**config.mk**
```make
export PLATFORM = sky130hd
export DESIGN_NAME = pulse_meter
export DESIGN_NICKNAME = d
export VERILOG_FILES = /design/src/rtl/pulse_meter.sv
export SDC_FILE = /design/constraint.sdc
export NUM_CORES = 1
export LEC_CHECK = 0
export BUFFER_PORTS_ARGS = -buffer_cell sky130_fd_sc_hd__clkbuf_2
export CORE_UTILIZATION = 50
export CTS_CLUSTER_DIAMETER = 50
export CTS_CLUSTER_SIZE = 25
export DETAILED_ROUTE_END_ITERATION = 10
export GPL_TIMING_DRIVEN = 0
export HOLD_SLACK_MARGIN = 0.15
export PLACE_DENSITY_LB_ADDON = 0.05
export SYNTH_ARGS = -nofsm -noshare
export SYNTH_HDL_FRONTEND = slang
export SYNTH_SLANG_ARGS = --single-unit
export TNS_END_PERCENT = 50
```
**constraint.sdc**
```tcl
create_clock -name clk_i -period 3.15 [get_ports clk_i]
set_input_delay 0.63 -clock clk_i [delete_from_list [all_inputs] [get_ports clk_i]]
set_output_delay 0.63 -clock clk_i [all_outputs]
set_load 0.005 [all_outputs]
```
**src/rtl/pulse_meter.sv**
```systemverilog
// pulse_meter: measures how many consecutive clock edges a synchronous level
// input is sampled high, and reports each completed width on a valid/ready
// handshake. Widths saturate at max_periods_g; longer pulses raise overflow_o.
// Rising edges that arrive while a result is waiting are flagged on drop_o.
module pulse_meter #(
  parameter int max_periods_g = 1024,
  localparam int cnt_w = $clog2(max_periods_g + 1)
) (
  input  logic             clk_i,
  input  logic             rst_i,
  input  logic             level_i,
  input  logic             ready_i,
  output logic             valid_o,
  output logic [cnt_w-1:0] periods_o,
  output logic             overflow_o,
  output logic             busy_o,
  output logic             drop_o
);

  // FSM encoding
  localparam logic [1:0] ST_ARM     = 2'd0;
  localparam logic [1:0] ST_IDLE    = 2'd1;
  localparam logic [1:0] ST_MEASURE = 2'd2;
  localparam logic [1:0] ST_REPORT  = 2'd3;

  localparam logic [cnt_w-1:0] max_cnt = cnt_w'(max_periods_g);
  localparam logic [cnt_w-1:0] one_cnt = cnt_w'(1);

  logic [1:0]       state;
  logic [cnt_w-1:0] counter;
  logic             ovf_flag;
  logic             prev_level;

  // Main measurement FSM: arm on a low, count high samples, hold the result until accepted
  always_ff @(posedge clk_i or posedge rst_i) begin
    if (rst_i) begin
      state      <= ST_ARM;
      counter    <= '0;
      ovf_flag   <= 1'b0;
      valid_o    <= 1'b0;
      periods_o  <= '0;
      overflow_o <= 1'b0;
      busy_o     <= 1'b0;
    end else begin
      case (state)
        ST_ARM: begin
          // Never measure a pulse that was already high when we armed
          if (!level_i) begin
            state <= ST_IDLE;
          end
        end
        ST_IDLE: begin
          if (level_i) begin
            state   <= ST_MEASURE;
            counter <= one_cnt;
            busy_o  <= 1'b1;
          end
        end
        ST_MEASURE: begin
          if (level_i) begin
            // Saturate instead of wrapping; remember that we clipped
            if (counter < max_cnt) begin
              counter <= counter + one_cnt;
            end else begin
              ovf_flag <= 1'b1;
            end
          end else begin
            periods_o  <= counter;
            overflow_o <= ovf_flag;
            valid_o    <= 1'b1;
            busy_o     <= 1'b0;
            state      <= ST_REPORT;
          end
        end
        ST_REPORT: begin
          // valid_o is a register, so ready_i only affects it through this edge
          if (ready_i) begin
            valid_o  <= 1'b0;
            ovf_flag <= 1'b0;
            state    <= ST_ARM;
          end
        end
        default: begin
          state <= ST_ARM;
        end
      endcase
    end
  end

  // Edge tracking and one-cycle strobe for rises that land while a result is pending
  always_ff @(posedge clk_i or posedge rst_i) begin
    if (rst_i) begin
      prev_level <= 1'b1;
      drop_o     <= 1'b0;
    end else begin
      prev_level <= level_i;
      drop_o     <= (state == ST_REPORT) && level_i && !prev_level;
    end
  end

endmodule

```
==> Word level (Yosys, flattened, before mapping) <==
Cells that the tools add are included.
{ "classes": {"n_addsub": 1, "order_cmp": 1, "eq_ne": 10, "n_mux": 18, "bitwise": 1, "reduce_logical": 12} }
{ "ops": {"columns": ["cell", "count"], "rows": [
  ["$mux 11", 3],
  ["$pmux 11 s2", 1],
  ["$ne 2x2->1 const B", 7],
  ["$reduce_and 4->1", 3],
  ["$add 11x1->11 const B", 1],
  ["$lt 11x11->1 const B", 1],
  ["$mux 2", 4],
  ["$pmux 2 s4", 1],
  ["$mux 1", 6],
  ["$pmux 1 s2", 3],
  ["$reduce_and 3->1", 2],
  ["$eq 2x2->1 const B", 2],
  ["$reduce_bool 2->1", 2],
  ["$eq 2x1->1 const B", 1],
  ["$logic_and 1x1->1", 2],
  ["$logic_not 2->1", 1],
  ["$reduce_and 2->1", 1],
  ["$logic_not 1->1", 1],
  ["$not 1->1", 1]
]} }
{ "totals": {"ff_bits": 30, "inputBits": 4, "out_inout_bits": 15, "wordCells": 52} }

==> Logic depth before layout (Yosys ltp) <==
Gate-level depths: netlist of run 1.
{ "depth": {"ltp_word": 4, "ltp_mapped": 6, "ltp_nobuf": 6} }

==> Worst setup path after synthesis of run 1 <==
Ideal clock, no wire load.
{ "synth_timing": {"kind": "input port to flip-flop", "start": "input port level_i", "end": "register counter[5]", "setup_ps": 131, "t_arrival_ps": 1471, "t_required_ps": 3019, "path_slack_ps": 1548, "stages": 5, "path_buffers": 1, "cell_sequence": "buf_4 nand2_1 a2111oi_4 xnor2_1 nor2_2"} }
{ "synth_between": {"elab_chain_len": 2, "elab_cells_between_ends": 3, "classes_between": "eq/ne (2); reduce/logical (1)"} }
{ "synth_rtl": {"columns": ["item", "line", "rtl"], "rows": [
  ["from (decl)", "11", "input logic level_i,"],
  ["$ne 2x2->1 (no source line)", null, null],
  ["$reduce_and 4->1 (no source line) (*)", null, null],
  ["to (signal assigned)", "55", "counter <= one_cnt;"],
  ["to (signal assigned)", "63", "counter <= counter + one_cnt;"],
  ["to (decl)", "30", "logic [cnt_w-1:0] counter;"]
]} }
Every way passes the cells marked *; elsewhere a longest branch is shown, timed or not.
A chain may end at the register's enable or synchronous reset.

==> Worst setup path in the final report of run 1 <==
{ "layout_timing": {"start": "register state[0]", "end": "register overflow_o"} }
{ "layout_between": {"elab_chain_len": 2} }
{ "layout_rtl": {"columns": ["item", "line", "rtl"], "rows": [
  ["from (decl)", "29", "logic [1:0] state;"],
  ["from (signal assigned)", "37", "state <= ST_ARM;"],
  ["from (signal assigned)", "49", "state <= ST_IDLE;"],
  ["from (signal assigned)", "54", "state <= ST_MEASURE;"],
  ["$eq 2x2->1", "45", "case (state)"],
  ["$reduce_and 2->1 (no source line)", null, null],
  ["to (signal assigned)", "69", "overflow_o <= ovf_flag;"],
  ["to (decl)", "15", "output logic overflow_o,"]
]} }
Every way passes these cells.

==> results of run 1 <==
-- final cells by class --
type	instances	area, um2	area share [%]
Timing Repair Buffer	18	90.1	5.38
Sequential cell	30	752	44.9
Clock inverter	1	5.00	0.299
Clock buffer	7	55.1	3.29
Inverter	5	18.8	1.12
Multi-Input combinational cell	92	689	41.2
Tap cell	31	38.8	2.32
Buffer	5	26.3	1.57
-- worst max-delay path, stage by stage (launching register included) --
cell and delay, ps:
dfrtp_1 410, inv_1 90, ha_1 280, nand2b_1 210
buf_2 270, mux2_2 370
-- per-stage QoR --
stage	cell area, um2	power, uW	std cells	worst slack (ps)	hold WS [ps]
after floorplan	1490	902	132	1550	457
after global placement	1620	1010	181	1310	460
after detailed placement	1620	1030	181	1260	472
after CTS	1680	1280	189	1390	383
after global routing	1680	1360	189	1290	373
final	1680	1260	189	1400	392
-- state kept, by name (all words and copies together) (netlist names) --
| register | count |
|---|---|
| busy_o | 1 |
| counter | 11 |
| drop_o | 1 |
| overflow_o | 1 |
| ovf_flag | 1 |
| periods_o | 11 |
| prev_level | 1 |
| state | 2 |
| valid_o | 1 |
-- cell families (layout without fill, tap and decap cells) --
| kind of cell | count (synthesis) | count (layout) | synth area share, % |
|---|---|---|---|
| fa+ha+maj | 5 | 5 | 4.21 |
| compound gates | 27 | 27 | 15.5 |
| flops | 30 | 30 | 50.6 |
| mux | 13 | 13 | 9.76 |
| buf+inv | 10 | 36 | 3.03 |
| simple gates | 41 | 41 | 13.4 |
| xor+xnor | 6 | 6 | 3.54 |
-- routing by layer --
metal,wire length (um),share of wire (%),global-route usage (%)
met1,1280,48,25.0
met2,1240,46,30.3
met3,124,4.6,6.22
met4,42,1.6,7.67
met5,0,0,0
-- cell usage in the layout (no fill, tap or decap), types with 2 or more instances in the layout --
cell       synthesis  layout
a2111oi_4          3       3
a211oi_1           2       2
a21oi_1            7       7
a22o_1             4       4
buf_2              3       3
clkbuf_1           1       2
clkbuf_2           0      18
clkbuf_4           0       5
dfrtp_1           29      29
ha_1               5       5
inv_1              5       5
mux2_2            12      12
nand2_1           13      13
nand2b_1           2       2
nand3_1            3       3
nand4_1            3       3
nor2_1            12      12
nor2b_1            2       2
nor3_1             2       2
o21ai_0            7       7
xnor2_1            6       6
-- report_power, final --
group          internal [uW]  switching, uW
registers                470           81.2
logic                    205            271
clock network            108            129
total                    783            481
-- worst min path at each step --
stage	startpoint	end	slack, ps	cells past startpoint
finish	level_i	prev_level$_DFF_PP1_	390	1
global route	level_i	prev_level$_DFF_PP1_	370	1
CTS	level_i	prev_level$_DFF_PP1_	380	1
detailed placement	periods_o[4]$_DFFE_PP0P_	periods_o[4]$_DFFE_PP0P_	470	2
global placement	periods_o[4]$_DFFE_PP0P_	periods_o[4]$_DFFE_PP0P_	460	2
floorplan	prev_level$_DFF_PP1_	drop_o$_DFF_PP0_	460	1
==> summary.txt, run 1 <==
Post-synth ARST share - 100%
min-delay worst type - in -> reg
Post-Syn Area - 1490 um2
Core Util, Final - 60.2%
status - finished, final reports clean
initial antenna violation count - 0
global-route wire length before repair - 4630 um
share of the synthesized area in the top cell type - 48.8%
Die Y - 56.5 um
Max FO, Critical Path - 10
biggest area consumer among synthesized cells - dfrtp_1
syn avg cell area - 11.3 um2
CP Data Arrival Time - 1950 ps
CP Launch Type - flop
leak pwr - 0.000763 uW
Die X - 56.5 um
unrepaired setup endpoints after global routing - false
Final Hold Fails - 0
reg2reg end - overflow_o$_DFFE_PP0P_
part of the cycle the worst path needs - 55.4%
Req. time, crit path - 3360 ps
worst r2r path cells - 5
Crit Path Category - reg -> reg
Clock Latency Late Sink - 320 ps
slew at the pin closest to its max-slew limit - 1110 ps
clk sinks - 30
distinct cell type count of the synthesized netlist - 30
Slew HR - 25.8%
synth top area cells - dfrtp_1, mux2_2, a2111oi_4
post-layout minimum cycle time - 1750 ps
Worst Setup SP - state[0]$_DFFE_PP0P_
# rows - 19
register bit total from synthesis - 30
total clock buffers created by CTS - 5
Worst Setup EP - overflow_o$_DFFE_PP0P_
worst flop-to-flop path startpoint - state[0]$_DFFE_PP0P_
pins over their slew limit - 0
Reg clk slew, reported paths - 90 ps
Setup Buffers After CTS - 0
via count - 1034
Pwr Density - 754 nW/um2
Ys Warns - 0
Die Footprint - 3200 um2
initial DRC count - 23
max_cap viols - 0
antenna-violating nets left - 0
count leader, synth - dfrtp_1
CTS max path bufs - 2
drt wl/cell - 14.2 um
Post-synth top flop - dfrtp_1
critical path endpoint category - flop
setup TNS - 0 ps
FMAX - 0.573 GHz
nets - 166
post-route clock skew - 5.39 ps
largest net degree at the start of global routing - 31
CTS Root Cell - clkbuf_4
VDD IR max - 532 uV
DR DRC count - 0
number of synthesized flops with an enable pin - 0
via count of the first global-routing pass - 1002
core area - 2780 um2
# resized after CTS - 0
Final HPWL DP - 1920 um
htree depth - 2
cells after synthesis - 132
area delta synth->final - 12.7%
net count after synthesis - 141
Final GP Congestion - 0.766
Starting Density - 53.4%
hold-fix buffers at CTS - 0
final setup fails - 0
I/O pins - 19
Seq/Total Area, Yosys - 50.6%
Synth top cells by count - dfrtp_1, nand2_1, mux2_2, nor2_1
WL final - 2690 um
# fillers - 235
port buffer count - 18
CTS tree - done
GRT overflow - 0
Reg2Reg Setup Slack - 1400 ps
all-layer global routing usage - 19.4%
layout cell share with drive strength beyond 1 - 30.4%
Vias/cell - 5.47
TritonRoute pass-1 iters - 4
diode count - 0
No activity file was read; power rests on OpenSTA's default activity.
==> inputs of run 2 (changes only) <==
--- a/config.mk
+++ b/config.mk
@@ -5,6 +5,7 @@
 export SDC_FILE = /design/constraint.sdc
 export NUM_CORES = 1
 export LEC_CHECK = 0
+export ABC_AREA = 1
 export BUFFER_PORTS_ARGS = -buffer_cell sky130_fd_sc_hd__clkbuf_2
 export CORE_UTILIZATION = 50
 export CTS_CLUSTER_DIAMETER = 50
==> constraint.sdc (replaced) <==
create_clock -name clk_i -period 1.4 [get_ports clk_i]
set_input_delay 0.28 -clock clk_i [delete_from_list [all_inputs] [get_ports clk_i]]
set_output_delay 0.28 -clock clk_i [all_outputs]
set_load 0.005 [all_outputs]
==> run 2 against run 1 <==
Compared with the run above:
- the flow now finishes with violations (negative setup slack)
- wire length up 18%
- cell count up 21%
- maximum frequency up 23%
- area after synthesis down 2.6%
- worst hold slack worse by 200 ps
- non-clock buffer count up 6
- die area down 2.5%
- clock power up 130%
- combinational power rose to 3.6 times the previous value
- global-route usage up 4.1 points
- sequential share of layout area down 3.0 points
- largest power group is now combinational cells
==> summary.txt, run 2 <==
status - complete, but fails checks
failing checks - negative setup slack
worst flop-to-flop path startpoint - state[1]$_DFFE_PP0P_
CP Data Arrival Time - 1690 ps (-260 ps)
Starting Density - 52.5% (-0.95 points)
Largest regs - counter x11, periods_o x11, state x2
cells after synthesis - 166 (+26%)
Post-synth top flop - dfrtp_1
CP Launch Type - flop
core area - 2760 um2 (-0.85%)
Pwr Density - 1910 nW/um2 (+150%)
via count - 1208 (+17%)
Die Footprint - 3110 um2 (-2.5%)
Slew HR - 24.7% (-1.1 points)
layout cell share with drive strength beyond 1 - 28.8% (-1.6 points)
biggest area consumer among synthesized cells - dfrtp_1
all-layer global routing usage - 23.5% (+4.1 points)
port buffer count - 18 (unchanged)
min-delay worst type - in -> async
DR DRC count - 0 (unchanged)
Ys Warns - 0 (unchanged)
clk sinks - 30 (unchanged)
number of synthesized flops with an enable pin - 0 (unchanged)
Die X - 55.8 um (-1.3%)
register bit total from synthesis - 30 (unchanged)
via count of the first global-routing pass - 1190 (+19%)
CTS Root Cell - clkbuf_4
leak pwr - 0.000875 uW (+15%)
Crit Path Category - reg -> reg
Post-synth ARST share - 100% (unchanged)
Final Hold Fails - 0 (unchanged)
area delta synth->final - 24.2%
antenna-violating nets left - 0 (unchanged)
part of the cycle the worst path needs - 101% (+46 points)
max_cap viols - 0 (unchanged)
Final HPWL DP - 2050 um (+6.6%)
nets - 206 (+24%)
Req. time, crit path - 1670 ps (-1690 ps)
slew at the pin closest to its max-slew limit - 1130 ps (+16.9 ps)
pre-CTS setup slack - -142 ps (-1400 ps)
post-route clock skew - 11.1 ps (+5.66 ps)
final setup fails - 6 (+6)
share of the synthesized area in the top cell type - 50.1% (+1.3 points)
pins over their slew limit - 0 (unchanged)
global-route wire length before repair - 5490 um (+19%)
Vias/cell - 5.28 (-3.6%)
drt wl/cell - 13.9 um (-2.4%)
VDD IR max - 1540 uV (+190%)
Reg clk slew, reported paths - 100 ps (about the same)
# fillers - 234 (-0.43%)
distinct cell type count of the synthesized netlist - 26 (-13%)
net count after synthesis - 175 (+24%)
count leader, synth - nand2_1
most common library cell in the layout ignoring fill and taps - nand2_1
WL final - 3180 um (+18%)
most frequent cells in the layout - nand2_1, dfrtp_1, inv_1, clkbuf_2, o21ai_0
Core Util, Final - 65.2% (+5.0 points)
Final GP Congestion - 0.851 (+11%)
CTS max path bufs - 2 (unchanged)
FMAX - 0.704 GHz (+23%)
post-layout minimum cycle time - 1420 ps (-324 ps)
Post-Syn Area - 1450 um2 (-2.6%)
syn avg cell area - 8.72 um2 (-23%)
Worst Setup SP - state[1]$_DFFE_PP0P_
GRT overflow - 0 (unchanged)
Max FO, Critical Path - 5 (-5)
Synth top cells by count - nand2_1, dfrtp_1, inv_1
diode count - 0 (unchanged)
largest net degree at the start of global routing - 31 (unchanged)
TritonRoute pass-1 iters - 4 (unchanged)
Seq/Total Area, Yosys - 51.9% (+1.4 points)
unrepaired setup endpoints after global routing - true
Clock Latency Late Sink - 340 ps (+20 ps)
final setup margin - -20.8 ps (-1430 ps)
# rows - 19 (unchanged)
critical path endpoint category - flop
htree depth - 2 (unchanged)
initial antenna violation count - 0 (unchanged)
total clock buffers created by CTS - 5 (unchanged)
initial DRC count - 60 (+160%)
I/O pins - 19 (unchanged)
synth top area cells - dfrtp_1, nand2_1, o21ai_0
CTS tree - done
Die Y - 55.8 um (-1.3%)
run 2: power by group:
part           total (uW)  internal (uW)  switching (uW)
sequential           1190           1050             137
clock                 553            243             310
combinational        1690            750             937
run 2: final timing paths:
| path | end | slack [ps] | cells after the start |
|---|---|---|---|
| worst max-delay path | counter[10]$_DFFE_PP0P_ | -20 | 8 |
| worst min-delay path | overflow_o$_DFFE_PP0P_ | 190 | 2 |
| worst max register to register | counter[10]$_DFFE_PP0P_ | -20 | 8 |
| worst min register to register | periods_o[3]$_DFFE_PP0P_ | 490 | 2 |
| max in group asynchronous | state[0]$_DFFE_PP0P_ | 450 | 2 |
| min in group clk_i | drop_o$_DFF_PP0_ | 340 | 3 |
run 2: timing repair:
item                                   CTS  global route
setup endpoints to repair               28            28
pin swaps                                3             2
hold buffers                             1             0
endpoints found under the hold margin    1             0
cloned                                   1             0
buffers inserted                         3             1
resized for setup                       24             7
run 2: metrics by stage:
| step | total power (uW) | TNS [ps] | hold WS [ps] | std cells | cell area (um2) |
|---|---|---|---|---|---|
| after floorplan | 2060 | 0 | 284 | 166 | 1450 |
| after global placement | 2340 | -1130 | 414 | 215 | 1580 |
| after detailed placement | 2380 | -2480 | 414 | 215 | 1580 |
| after CTS | 3320 | 0 | 240 | 228 | 1780 |
| after global routing | 3670 | -1680 | 314 | 229 | 1800 |
| final | 3430 | -89.4 | 192 | 229 | 1800 |
run 2: routing by layer:
layer	global-route usage (%)	vias up	share of wire (%)
met5	0	-	0
met4	12.5	0	2.0
met3	5.12	7	3.6
met2	35.3	29	45
met1	31.8	564	50
li1	-	608	-
run 2: logic make-up (layout without fill, tap and decap cells):
kind of cell | count (synthesis) | count (layout) | share of synthesized area (%)
and+or+nand+nor | 67 | 67 | 20.7
DFF | 30 | 30 | 51.9
adders and majority gates | 5 | 5 | 4.32
muxes | 1 | 1 | 0.778
buffers and inverters | 28 | 60 | 8.47
AOI/OAI and AO/OA | 35 | 35 | 13.7
run 2: final cells by class:
class	instances	area (um2)	share of cell area [%]
Buffer	5	58.8	3.27
Multi-Input combinational cell	108	653	36.3
Clock buffer	7	55.1	3.06
Clock inverter	1	5.00	0.278
Tap cell	31	38.8	2.16
Sequential cell	30	753	41.9
Inverter	23	88.8	4.94
Timing Repair Buffer	24	145	8.07
run 2: worst max-delay path, stage by stage, from the launching register on:
cell and delay (ps):
dfrtp_1 430, buf_6 140, ha_4 180, inv_4 70
a21oi_4 40, nor2_4 160, buf_6 140, nand3_2 50
a21boi_1 140
